===== config.mk =====
export PLATFORM = sky130hd
export DESIGN_NAME = fft_stage_sequencer
export DESIGN_NICKNAME = d
export VERILOG_FILES = /design/src/rtl/fft_stage_sequencer.sv
export SDC_FILE = /design/constraint.sdc
export NUM_CORES = 1
export LEC_CHECK = 0
export CORE_AREA = 2 2 69 71
export DETAILED_ROUTE_END_ITERATION = 16
export DIE_AREA = 0 0 71 73
export GPL_TIMING_DRIVEN = 0
export PLACE_DENSITY = 0.7
export SYNTH_ARGS = -nofsm -noshare
export SYNTH_HDL_FRONTEND = slang
export SYNTH_SLANG_ARGS = --single-unit

===== constraint.sdc =====
create_clock -name clk -period 3.4 [get_ports clk]
set_input_delay 0.51 -clock clk [delete_from_list [all_inputs] [get_ports clk]]
set_output_delay 0.51 -clock clk [all_outputs]
set_load 0.01 [all_outputs]

===== src/rtl/fft_stage_sequencer.sv =====
// Stage sequencer for the in-place radix-2 FFT engine: trigger, issue and drain per stage.
// Optional FFT_SEQ_PERF_CNT_EN adds a saturating busy-cycle counter on o_cycle_count.
module fft_stage_sequencer #(
  parameter int unsigned MAX_INFLIGHT = 16
) (
  input  logic        clk,
  input  logic        i_resetn,
  input  logic        i_start,
  input  logic [2:0]  i_point_configuration,
  input  logic        i_hold,
  input  logic        i_abort,
  input  logic        i_dp_valid,
  output logic        o_working,
  output logic [2:0]  o_point_configuration,
  output logic        o_new_stage_trigger,
  output logic        o_issue_valid,
  output logic [2:0]  o_stage_idx,
  output logic        o_busy,
  output logic        o_done,
`ifdef FFT_SEQ_PERF_CNT_EN
  output logic        o_err,
  output logic [15:0] o_cycle_count
`else
  output logic        o_err
`endif
);

  typedef enum logic [2:0] {IDLE, TRIG, ISSUE, DRAIN, DONE} state_t;

  localparam logic [7:0] MAX_Q = 8'(MAX_INFLIGHT);

  state_t     state;
  logic [7:0] inflight;
  logic [7:0] bfly_cnt;
  logic [7:0] inflight_nxt;
  logic       spurious;
  logic       retire;
  logic       room;
  logic       last_stage;
  logic       start_ok;

  // Issue permission for next cycle looks at the post-edge inflight count so
  // the registered o_issue_valid can never push inflight past MAX_INFLIGHT.
  always_comb begin
    spurious     = i_dp_valid && (inflight == '0) && !o_issue_valid;
    retire       = i_dp_valid && !spurious;
    inflight_nxt = inflight;
    if (o_issue_valid && !retire)
      inflight_nxt = inflight + 8'd1;
    else if (!o_issue_valid && retire)
      inflight_nxt = inflight - 8'd1;
    room       = !i_hold && (inflight_nxt < MAX_Q);
    last_stage = (o_stage_idx == o_point_configuration + 3'd2);
    start_ok   = (state == IDLE) && i_start && (i_point_configuration <= 3'd5);
  end

  always_ff @(posedge clk or negedge i_resetn) begin
    if (!i_resetn) begin
      state                 <= IDLE;
      inflight              <= '0;
      bfly_cnt              <= '0;
      o_working             <= 1'b0;
      o_point_configuration <= '0;
      o_new_stage_trigger   <= 1'b0;
      o_issue_valid         <= 1'b0;
      o_stage_idx           <= '0;
      o_busy                <= 1'b0;
      o_done                <= 1'b0;
      o_err                 <= 1'b0;
    end else begin
      o_new_stage_trigger <= 1'b0;
      o_issue_valid       <= 1'b0;
      o_done              <= 1'b0;
      o_err               <= spurious;
      inflight            <= inflight_nxt;

      if (i_abort && (state != IDLE)) begin
        state       <= IDLE;
        inflight    <= '0;
        bfly_cnt    <= '0;
        o_stage_idx <= '0;
        o_working   <= 1'b0;
        o_busy      <= 1'b0;
      end else begin
        case (state)
          IDLE: begin
            if (start_ok) begin
              o_point_configuration <= i_point_configuration;
              o_stage_idx           <= '0;
              o_new_stage_trigger   <= 1'b1;
              o_working             <= 1'b1;
              o_busy                <= 1'b1;
              state                 <= TRIG;
            end else if (i_start) begin
              o_err <= 1'b1;
            end
          end
          TRIG: begin
            bfly_cnt      <= 8'd4 << o_point_configuration;
            o_issue_valid <= room;
            state         <= ISSUE;
          end
          ISSUE: begin
            if (o_issue_valid)
              bfly_cnt <= bfly_cnt - 8'd1;
            if (o_issue_valid && (bfly_cnt == 8'd1))
              state <= DRAIN;
            else
              o_issue_valid <= room;
          end
          DRAIN: begin
            if (inflight_nxt == '0) begin
              if (last_stage) begin
                o_working <= 1'b0;
                o_done    <= 1'b1;
                state     <= DONE;
              end else begin
                o_stage_idx         <= o_stage_idx + 3'd1;
                o_new_stage_trigger <= 1'b1;
                state               <= TRIG;
              end
            end
          end
          DONE: begin
            o_busy <= 1'b0;
            state  <= IDLE;
          end
          default: state <= IDLE;
        endcase
      end
    end
  end

`ifdef FFT_SEQ_PERF_CNT_EN
  always_ff @(posedge clk or negedge i_resetn) begin
    if (!i_resetn)
      o_cycle_count <= '0;
    else if (start_ok)
      o_cycle_count <= '0;
    else if ((state != IDLE) && (o_cycle_count != '1))
      o_cycle_count <= o_cycle_count + 16'd1;
  end
`endif

endmodule


==> flow_metrics.env <==
export IMPL_outcome="finished, final reports clean"
export IMPL_finalSetupViolCount=0
export IMPL_seq_area_frac_synth=0.358
export IMPL_min_period_ns=2.85
export IMPL_final_common_cell="nor2_1"
export IMPL_clock_sinks=31
export IMPL_overflow=0
export IMPL_post_cts_setup_buffers=0
export IMPL_antenna_cells=0
export IMPL_route_detailed_drc=0
export IMPL_io_buffers=20
export IMPL_gp_congestion=0.863
export IMPL_path_delay_family="simple AND/OR/NAND/NOR gates"
export IMPL_clock_latency_ns=0.29
export IMPL_dr_total_vias=1973
export IMPL_die_y_um=73
export IMPL_critPathArrivalTime_ns=3.01
export IMPL_drt_iter0_markers=131
export IMPL_grt_max_degree=32
export IMPL_num_rows=25
export IMPL_synth_distinct_cells=60
export IMPL_hpwl_mm=3.79
export IMPL_synth_edff_count=0
export IMPL_postLayoutCellArea_mm2=0.00251
export IMPL_fmax_ghz=0.351
export IMPL_required_ns=3.56
export IMPL_cts_hold_buf=0
export IMPL_ys_warn_count=0
export IMPL_synth_flop_cell="dfrtp_1"
export IMPL_slew_violations=0
export IMPL_cts_buffers=5
export IMPL_ant_nets=0
export IMPL_min_path_type="in -> async"
export IMPL_finalCritPeriodShare=0.839
export IMPL_cts_tree="built"
export IMPL_crit_chain="clkdlybuf4s50_1, nor4b_1, a2bb2oi_1, a211oi_1, nand2_1, nor4b_4, a211o_2, a31oi_1"
export IMPL_critPathKind="in -> reg"
export IMPL_nets=292
export IMPL_drt_wl_total_mm=5.25
export IMPL_hold_viol=0
export IMPL_cts_max_level=2
export IMPL_start_kind="primary input"
export IMPL_timing_setup_tns_ns=0
export IMPL_slew_headroom=0.514
export IMPL_io_pins=21
export IMPL_die_w_um=71
export IMPL_dpl_cell_area_mm2=0.00243
export IMPL_power_mw=1.92
export IMPL_cts_resized=0
export IMPL_power_leakage_nw=1.06
export IMPL_drt_wirelength_per_cell_um=15.8
export IMPL_grt_pass1_vias=1975
export IMPL_drive_above_1_share=0.112
export IMPL_synth_area_mm2=0.00217
export IMPL_area_growth_pct=15.9
export IMPL_maxCapViolCount=0
export IMPL_ys_ff_latch=31
export IMPL_finClkSkew_ns=0.00443
export IMPL_tightest_slew_ns=0.729
export IMPL_r2r_setup_slack_ns=0.60
export IMPL_core_mm2=0.00454
export IMPL_peakVddDrop_mv=0.313
export IMPL_start_util=0.478
export IMPL_die_area_mm2=0.00518
export IMPL_dp_cells=324
export IMPL_fin_cells=332
export IMPL_cp_max_fo=6
export IMPL_rsz0062_at_grt="false"
export IMPL_cts_root_buf="clkbuf_8"
export IMPL_critPathSlowestCell="clkdlybuf4s50_1"
export IMPL_cts_max_path_buffers=2
export IMPL_synth_nets=265
export IMPL_final_util=0.554
export IMPL_grt_use_total=0.227
export IMPL_synthCells=250
export IMPL_max_stage_delay_ns=0.58
export IMPL_via_per_inst=5.94
export IMPL_power_density_mw_per_mm2=763
export IMPL_grt_pass1_wl_mm=9.17
export IMPL_clkTransAtPathRegs_ns=0.07
export IMPL_ys_async_sr_fraction=1.00
export IMPL_dr_pass1_iters=4
export IMPL_antenna_found_initial=0
export IMPL_crit_buf_inv=1
export IMPL_avgSynthCellArea_um2=8.67
export IMPL_final_cell_mix="41 x nor2_1, 31 x dfrtp_1, 19 x clkdlybuf4s50_1"
export IMPL_endpoint_kind="flop"
where the power goes:
part / switching, mW / total (mW) / internal, mW
Clock: 0.144 / 0.288 / 0.144
Combinational: 0.590 / 1.03 / 0.438
Sequential: 0.120 / 0.600 / 0.480
Total: 0.854 / 1.92 / 1.06
final timing paths:
| path | from | endpoint | depth (start not counted) |
|---|---|---|---|
| setup / recovery | i_dp_valid | o_stage_idx[0]$_DFFE_PN0P_ | 8 |
| hold / removal | i_resetn | o_working$_DFFE_PN0P_ | 1 |
| setup reg to reg | inflight[0]$_DFF_PN0_ | o_stage_idx[0]$_DFFE_PN0P_ | 9 |
| hold reg to reg | o_busy$_DFFE_PN0P_ | o_busy$_DFFE_PN0P_ | 2 |
| max in group asynchronous | i_resetn | o_issue_valid$_DFF_PN0_ | 1 |
| min in group clk | o_busy$_DFFE_PN0P_ | o_busy$_DFFE_PN0P_ | 2 |
area by class of cell:
type / instances / area [um^2]
inverter: 12 / 45.0
fill: 418 / 2020
multi-input combinational: 193 / 1240
timing repair buffer: 20 / 195
clock buffer: 7 / 76.3
clock inverter: 1 / 5.00
buffer: 14 / 105
sequential: 31 / 776
tap: 54 / 67.6
metal layers:
metal / wire length [um] / part of all wire / track usage
met1: 2390 / 0.46 / 0.289
met2: 2580 / 0.49 / 0.372
met3: 215 / 0.041 / 0.0497
met4: 63 / 0.012 / 0.0985
met5: 0 / 0 / 0
kinds of logic (layout without fill, tap and decap cells):
kind of cell	count (synthesis)	after routing	share of synthesized area
compound gates	67	67	0.221
xor+xnor	3	3	0.0121
fa+ha+maj	6	6	0.0346
buf+inv	26	54	0.0693
flops	31	31	0.358
mux	2	2	0.00982
simple gates	115	115	0.296
worst reg2reg max path: cells and delay by family (launching register included):
| family | cells | cell delay (ns) |
|---|---|---|
| compound gates | 5 | 1.10 |
| flops | 1 | 0.45 |
| buf+inv | 1 | 0.15 |
| fa+ha+maj | 1 | 0.23 |
| simple gates | 2 | 0.76 |
sequential cells by signal, indices dropped and copies added (netlist names):
signal                 flops
bfly_cnt                   8
inflight                   8
o_busy                     1
o_done                     1
o_err                      1
o_issue_valid              1
o_new_stage_trigger        1
o_point_configuration      3
o_stage_idx                3
o_working                  1
state                      3
cell usage after synthesis (3+ instances only):
master	count	area share
o22ai_1	6	0.017
nand3_1	4	0.0092
nor2b_1	3	0.0087
dfrtp_1	31	0.36
nor4_1	4	0.012
ha_1	6	0.035
inv_1	12	0.021
nand4b_1	3	0.012
nor2_1	41	0.071
nand2_1	16	0.028
or3_1	3	0.0087
a211oi_1	3	0.010
nor3b_1	4	0.014
nor3_1	14	0.032
o21ai_0	6	0.014
o21bai_1	3	0.010
clkbuf_8	3	0.019
a21oi_1	18	0.042
clkbuf_1	6	0.010
nand2b_1	5	0.014
nand3b_1	4	0.014
a31oi_1	4	0.012
stage by stage:
stage | hold WS, ns | setup slack, ns
floorplan | 0.214 | 0.939
global placement | 0.518 | 0.225
detailed placement | 0.517 | 0.284
CTS | 0.308 | 0.568
global route | 0.359 | 0.323
finish | 0.280 | 0.549
Note: power is estimated with default switching activity, not from simulation.
